$ cat src/rtl/core_fetch_queue_pkg.sv
// Shared types for the fetch queue: address/data words, pending counters
// and the buffered fetch entry.
package core_fetch_queue_pkg;

    localparam int unsigned PTR_W             = 16;
    localparam int unsigned WORD_W            = 32;
    // Largest MAX_PENDING any instance may use; sizes fetch_count_t.
    localparam int unsigned FETCH_PENDING_MAX = 8;

    typedef logic [PTR_W-1:0]  ptr;
    typedef logic [WORD_W-1:0] word;

    typedef logic [$clog2(FETCH_PENDING_MAX + 1)-1:0] fetch_count_t;

    typedef struct packed {
        word data;
        ptr  pc;
    } fetch_entry_t;

endpackage

$ cat src/rtl/core_fetch_queue_if.sv
// Memory-port and decode-side signals of the fetch queue.
interface core_fetch_queue_if;
    import core_fetch_queue_pkg::*;

    logic stall;
    logic flush;
    ptr   target;
    logic fetch;
    logic fetch_ack;
    logic fetched;
    word  fetch_data;
    ptr   addr;
    logic insn_valid;
    word  insn;
    ptr   insn_pc;

    modport master (
        input  stall, flush, target, fetch_ack, fetched, fetch_data,
        output fetch, addr, insn_valid, insn, insn_pc
    );

    modport slave (
        output stall, flush, target, fetch_ack, fetched, fetch_data,
        input  fetch, addr, insn_valid, insn, insn_pc
    );

endinterface

$ cat src/rtl/core_fetch_fifo.sv
// Synchronous FIFO of 2^ORDER entries with push, pop and clear; the extra
// pointer bit distinguishes full from empty.
module core_fetch_fifo
    import core_fetch_queue_pkg::*;
#(
    parameter int unsigned ORDER = 2,
    parameter type         T     = fetch_entry_t
) (
    input  logic           clk,
    input  logic           rst,
    input  logic           clear,
    input  logic           push,
    input  T               din,
    input  logic           pop,
    output T               head,
    output logic           empty,
    output logic [ORDER:0] count
);

    localparam int unsigned    DEPTH   = 1 << ORDER;
    localparam logic [ORDER:0] PTR_ONE = (ORDER + 1)'(1);

    T               mem [DEPTH];
    logic [ORDER:0] wr_ptr;
    logic [ORDER:0] rd_ptr;

    assign empty = (wr_ptr == rd_ptr);
    assign count = wr_ptr - rd_ptr;
    assign head  = mem[rd_ptr[ORDER-1:0]];

    always_ff @(posedge clk) begin
        if (rst || clear) begin
            wr_ptr <= '0;
            rd_ptr <= '0;
        end else begin
            if (push)
                wr_ptr <= wr_ptr + PTR_ONE;
            if (pop && !empty)
                rd_ptr <= rd_ptr + PTR_ONE;
        end
    end

    // Storage carries no reset; occupancy is governed by the pointers.
    always_ff @(posedge clk) begin
        if (push && !rst && !clear)
            mem[wr_ptr[ORDER-1:0]] <= din;
    end

endmodule

$ cat src/rtl/core_fetch_queue.sv
// Sequential instruction fetch with credit-limited issue, response buffering
// and count-based discard of stale responses after a redirect.
module core_fetch_queue
    import core_fetch_queue_pkg::*;
#(
    parameter int unsigned ORDER       = 2,
    parameter int unsigned MAX_PENDING = 2,
    parameter ptr          RESET_PC    = '0
) (
    input  logic               clk,
    input  logic               rst,
    core_fetch_queue_if.master bus
);

    localparam int unsigned DEPTH = 1 << ORDER;
    localparam int unsigned CNT_W = $bits(fetch_count_t);
    // Wide enough for count + pending without overflow.
    localparam int unsigned CW    = ((ORDER + 1) > CNT_W ? (ORDER + 1) : CNT_W) + 1;

    localparam fetch_count_t    MAX_P   = fetch_count_t'(MAX_PENDING);
    localparam logic [CW-1:0]   DEPTH_C = CW'(DEPTH);

    ptr           addr_q;
    ptr           addr_d;
    ptr           resp_pc_q;
    ptr           resp_pc_d;
    fetch_count_t pending_q;
    fetch_count_t pending_d;
    fetch_count_t discard_q;
    fetch_count_t discard_d;

    logic           fetch_c;
    logic           ack_c;
    logic           push_c;
    logic           pop_c;
    logic           insn_valid_c;
    logic [CW-1:0]  in_flight_c;

    fetch_entry_t   push_entry;
    fetch_entry_t   head;
    logic           empty;
    logic [ORDER:0] count;

    assign push_entry = '{data: bus.fetch_data, pc: resp_pc_q};

    core_fetch_fifo #(
        .ORDER (ORDER),
        .T     (fetch_entry_t)
    ) u_fifo (
        .clk   (clk),
        .rst   (rst),
        .clear (bus.flush),
        .push  (push_c),
        .din   (push_entry),
        .pop   (pop_c),
        .head  (head),
        .empty (empty),
        .count (count)
    );

    always_ff @(posedge clk) begin
        if (rst) begin
            addr_q    <= RESET_PC;
            resp_pc_q <= RESET_PC;
            pending_q <= '0;
            discard_q <= '0;
        end else begin
            addr_q    <= addr_d;
            resp_pc_q <= resp_pc_d;
            pending_q <= pending_d;
            discard_q <= discard_d;
        end
    end

    // Issue credit, response routing and redirect bookkeeping.
    always_comb begin
        addr_d       = addr_q;
        resp_pc_d    = resp_pc_q;
        pending_d    = pending_q;
        discard_d    = discard_q;

        in_flight_c  = CW'(count) + CW'(pending_q) - CW'(discard_q);
        fetch_c      = !rst && !bus.flush && (pending_q < MAX_P) && (in_flight_c < DEPTH_C);
        ack_c        = fetch_c && bus.fetch_ack;
        push_c       = bus.fetched && !bus.flush && (discard_q == '0);
        insn_valid_c = !rst && !empty;
        pop_c        = insn_valid_c && !bus.stall;

        if (bus.flush) begin
            // Everything still outstanding belongs to the old stream.
            addr_d    = bus.target;
            resp_pc_d = bus.target;
            pending_d = pending_q - fetch_count_t'(bus.fetched);
            discard_d = pending_q - fetch_count_t'(bus.fetched);
        end else begin
            if (ack_c)
                addr_d = addr_q + ptr'(1);
            if (push_c)
                resp_pc_d = resp_pc_q + ptr'(1);
            pending_d = pending_q + fetch_count_t'(ack_c) - fetch_count_t'(bus.fetched);
            if (bus.fetched && (discard_q != '0))
                discard_d = discard_q - fetch_count_t'(1);
        end
    end

    assign bus.fetch      = fetch_c;
    assign bus.addr       = addr_q;
    assign bus.insn_valid = insn_valid_c;
    assign bus.insn       = head.data;
    assign bus.insn_pc    = head.pc;

endmodule

$ cat src/flat_wrapper.sv
// flat-port wrapper written by rule: the top's interface ports become plain ports
module core_fetch_queue_flat import core_fetch_queue_pkg::*;
#(
    parameter int unsigned ORDER       = 2,
    parameter int unsigned MAX_PENDING = 2,
    parameter ptr          RESET_PC    = '0
)
  (clk, rst, bus_stall, bus_flush, bus_target, bus_fetch_ack, bus_fetched, bus_fetch_data, bus_fetch, bus_addr, bus_insn_valid, bus_insn, bus_insn_pc);
  core_fetch_queue_if bus_i ();
  input  logic clk;
  input  logic rst;
  input wire logic [$bits(bus_i.stall)-1:0] bus_stall;
  input wire logic [$bits(bus_i.flush)-1:0] bus_flush;
  input wire logic [$bits(bus_i.target)-1:0] bus_target;
  input wire logic [$bits(bus_i.fetch_ack)-1:0] bus_fetch_ack;
  input wire logic [$bits(bus_i.fetched)-1:0] bus_fetched;
  input wire logic [$bits(bus_i.fetch_data)-1:0] bus_fetch_data;
  output wire logic [$bits(bus_i.fetch)-1:0] bus_fetch;
  output wire logic [$bits(bus_i.addr)-1:0] bus_addr;
  output wire logic [$bits(bus_i.insn_valid)-1:0] bus_insn_valid;
  output wire logic [$bits(bus_i.insn)-1:0] bus_insn;
  output wire logic [$bits(bus_i.insn_pc)-1:0] bus_insn_pc;
  assign bus_i.stall = bus_stall;
  assign bus_i.flush = bus_flush;
  assign bus_i.target = bus_target;
  assign bus_i.fetch_ack = bus_fetch_ack;
  assign bus_i.fetched = bus_fetched;
  assign bus_i.fetch_data = bus_fetch_data;
  assign bus_fetch = bus_i.fetch;
  assign bus_addr = bus_i.addr;
  assign bus_insn_valid = bus_i.insn_valid;
  assign bus_insn = bus_i.insn;
  assign bus_insn_pc = bus_i.insn_pc;
  core_fetch_queue #(.ORDER(ORDER), .MAX_PENDING(MAX_PENDING), .RESET_PC(RESET_PC)) u_core (.clk(clk), .rst(rst), .bus(bus_i));
endmodule
$ cat config.mk
export PLATFORM = sky130hd
export DESIGN_NAME = core_fetch_queue_flat
export DESIGN_NICKNAME = d
export VERILOG_FILES = /design/src/rtl/core_fetch_queue_pkg.sv /design/src/rtl/core_fetch_queue_if.sv /design/src/rtl/core_fetch_fifo.sv /design/src/rtl/core_fetch_queue.sv /design/src/flat_wrapper.sv
export SDC_FILE = /design/constraint.sdc
export NUM_CORES = 1
export LEC_CHECK = 0
export BUFFER_PORTS_ARGS = -buffer_cell sky130_fd_sc_hd__buf_2
export CORE_MARGIN = 2
export CORE_UTILIZATION = 35
export DETAILED_ROUTE_END_ITERATION = 12
export PLACE_DENSITY = 0.52
export SYNTH_ARGS = -nofsm -noshare
export SYNTH_HDL_FRONTEND = slang
export SYNTH_SLANG_ARGS = --single-unit
$ cat constraint.sdc
create_clock -name clk -period 6.7 [get_ports clk]
set_input_delay 0.67 -clock clk [delete_from_list [all_inputs] [get_ports clk]]
set_output_delay 0.67 -clock clk [all_outputs]
set_load 0.01 [all_outputs]
==> summary.txt <==
Routing
  – Vias per cell: 4.925
  – Drt pass-1 iters: 4
  – Final wirelength: 20.26 mm
  – DRC: 0
  – DR WL/cell: 17.97 um
  – Initial DRC count: 359
  – Vias: 5,550
  – Antenna Nets Post-Route: 0

Setup path
  – Worst reg2reg startpoint: u_core.u_fifo.wr_ptr[0]
  – Reg2Reg Depth: 15
  – Crit path kind: reg2reg
  – Reg2reg end: u_core.pending_q[1]
  – CP endpoint: u_core.pending_q[1]
  – Worst setup SP type: register
  – CP startpoint: u_core.u_fifo.wr_ptr[0]
  – Worst Path Required: 7.15 ns
  – Crit path largest cell delay: 0.64 ns
  – Slowest-stage cell, CP: o2111ai_2
  – Worst-path cell chain: inv_1 -> ha_1 -> inv_1 -> fa_1 -> xor2_1 -> fa_1 -> ha_1 -> o31ai_1 -> o2111ai_2 -> inv_2 -> ha_1 -> inv_1 -> fa_1 -> or2_2 -> a21oi_1
  – R2r setup slk: 1.96 ns
  – Crit path max fanout: 23
  – Crit path arrival time: 5.18 ns
  – Crit. End Element: register

Yosys
  – Synth cell count leaders: edfxtp_1 (192), dfxtp_1 (48), mux4_2 (48), inv_1 (38), a21oi_1 (24)
  – Yosys Warn Count: 0
  – Most frequent cell after synthesis: edfxtp_1
  – Asr flop ratio synth: 0
  – Syn avg cell area: 16.49 um2
  – Library cells used by synthesis: 53
  – Post-Syn Nets: 678
  – Top cells by area, synth: edfxtp_1 (59%), mux4_2 (11%), dfxtp_1 (9.8%)
  – Number of enable flip-flop cells after synthesis: 192
  – FF+latch count, synth: 240
  – Synth top area share: 0.5857
  – Post-Syn Area: 0.009844 mm2
  – Cell accounting for the most synthesized area: edfxtp_1
  – Sequential fraction of the synthesis area: 0.6833
  – Mapped Cells: 597
  – Top FF cell, synth: edfxtp_1

Cells and area
  – Fillers: 2,521
  – Layout cells sized above 1: 0.3115
  – Layout area overhead: 19.61%
  – Core Util, Final: 0.4250
  – Design Area, Final: 0.01178 mm2
  – Fin nets: 808
  – Register area: 0.006731 mm2
  – Multi-input gate area: 0.002878 mm2

Global route
  – Number of global-route vias before repair: 5,793
  – Routing usage on met1: 0.1781
  – GRT busiest layer: met2
  – Initial antenna violation count: 1
  – Pin count of the biggest net entering global routing: 49
  – First-pass GRT wire length: 31.42 mm
  – Met3 Usage GRT: 0.02899
  – M2 GR Usage: 0.2349
  – GRT overflow: 0
  – Tot GR Track Use: 0.1375

Run
  – Number of max-cap violations: 0

STA
  – Unrepaired setup endpoints after global routing: false
  – Post-layout min period: 4.735 ns
  – Worst-margin pin slew: 1.061 ns
  – Setup slack after layout: 1.965 ns
  – Final Hold Viols: 0
  – Worst clock skew: 0.01213 ns
  – Worst slew margin: 0.2929
  – Max Freq: 0.2112 GHz
  – Setup_tns: 0 ns
  – Final setup fails: 0
  – Slew Viols, Final: 0
  – Tcrit/Tclk final: 0.7068

Placement
  – Pre-CTS WS: 1.994 ns
  – Dpl cell area: 0.01087 mm2
  – RD Place Congestion: 0.7518
  – Number of port buffers: 119
  – DP HPWL: 12.45 mm

Clocking
  – TritonCTS clock tree: yes
  – # resized after CTS: 0
  – Root Buffer: clkbuf_16
  – CTS Hold Bufs: 0
  – CTS Buf Count: 27
  – Clock Sinks: 240
  – CTS max path bufs: 3
  – H-Tree Depth: 1
  – Post-CTS setup buffer count: 0
  – Clk_lat worst skew: 0.53 ns
  – CTS clk-pin slew, worst paths: 0.06 ns

Die
  – Core area: 0.02771 mm2
  – Initial Utilization: 0.3553
  – Rows: 61
  – Die height: 171.7 um
  – Die W: 171.7 um
  – Io pins: 120
  – Die area: 0.02948 mm2

Hold path
  – Worst hold path class: in2reg

Status
  – Status: finished, final reports clean

Power and ir drop
  – Leak: 4.054 nW
  – Peak VDD IR: 0.1424 mV
  – Pwr/cell area: 291.2 mW/mm2
==> critical path: cells and delay by family, from the launching register on <==
kind            cells  cell delay, ns
compound gates      3            1.16
fa+ha+maj           6            2.01
simple gates        1            0.28
flops               1            0.33
buf+inv             4            0.65
xor+xnor            1            0.22
==> cell usage in the layout (no fill, tap or decap), types with 4 or more instances in the layout <==
cell	synthesis	layout
o31a_1	16	16
and3_2	0	4
or2_2	5	5
nor4_1	7	7
nand4_1	5	5
dfxtp_1	48	46
edfxtp_1	192	192
mux2i_1	4	4
nand3_1	10	10
mux4_2	48	48
buf_4	0	6
clkinv_1	1	5
inv_1	38	38
nor2_1	23	23
fa_1	4	4
o21ai_0	4	4
xor2_1	9	9
nor3_1	9	9
a21boi_0	14	14
o31ai_1	4	4
a21oi_1	24	24
clkbuf_16	0	27
ha_1	23	23
buf_2	4	119
bufinv_16	0	4
clkinv_2	0	7
nand2_1	23	23
xnor2_1	14	14
==> worst min-delay path by stage <==
stage	startpoint	to	slack [ns]	depth (start not counted)
after floorplan	u_core.resp_pc_q[15]	u_core.u_fifo.mem[0][15]	0.48	0
after global placement	u_core.bus.addr[15]	u_core.bus.addr[15]	0.50	2
after detailed placement	u_core.bus.addr[15]	u_core.bus.addr[15]	0.50	2
after CTS	bus_fetch_data[8]	u_core.u_fifo.mem[2][24]	0.33	1
after global routing	bus_fetch_data[11]	u_core.u_fifo.mem[3][27]	0.34	1
final	bus_fetch_data[8]	u_core.u_fifo.mem[2][24]	0.35	1
==> flip-flops by register name, indices dropped and copies added, names as in the netlist, named ones only <==
signal,count
u_core.u_fifo.mem,192
u_core.bus.addr,16
u_core.resp_pc_q,16
u_core.discard_q,4
u_core.pending_q,4
u_core.u_fifo.rd_ptr,3
u_core.u_fifo.wr_ptr,3
==> power by group <==
group          switching (mW)  internal, mW  total, mW
Combinational           0.155         0.119      0.274
Clock                   0.578         0.895       1.47
Sequential             0.0350          1.65       1.68
Total                   0.767          2.66       3.43
==> cells by family (layout without fill, tap and decap cells) <==
logic type	after synthesis	count (layout)	share of synthesized area
DFF	240	240	0.6833
and+or+nand+nor	106	106	0.05656
AOI/OAI and AO/OA	85	85	0.06355
buffers and inverters	64	215	0.02491
muxes	52	52	0.1139
adders and majority gates	27	27	0.03737
xor gates and xnor gates	23	23	0.02046
other	0	1	0
==> metal layers <==
| layer | up-vias | part of all wire |
|---|---|---|
| met2 | 163 | 0.48 |
| met5 | - | 0 |
| li1 | 2597 | - |
| met1 | 2750 | 0.44 |
| met4 | 0 | 0.022 |
| met3 | 40 | 0.057 |
==> layout make-up <==
cell class	count	share of cell area
Tap cell	378	0.04017
Antenna cell	1	0.0002125
Clock buffer	30	0.05834
Timing Repair Buffer	125	0.05440
Sequential cell	240	0.5717
Multi-Input combinational cell	293	0.2444
Inverter	40	0.01275
Clock inverter	20	0.01806
==> through the flow <==
stage	instances	hold WS (ns)	power, mW
final	1127	0.3505	3.429
after global routing	1126	0.3378	3.568
after floorplan	597	0.4797	1.891
after CTS	1126	0.3289	3.477
after global placement	1076	0.4988	1.973
after detailed placement	1076	0.5037	1.991
(Power assumes the default switching activity.)
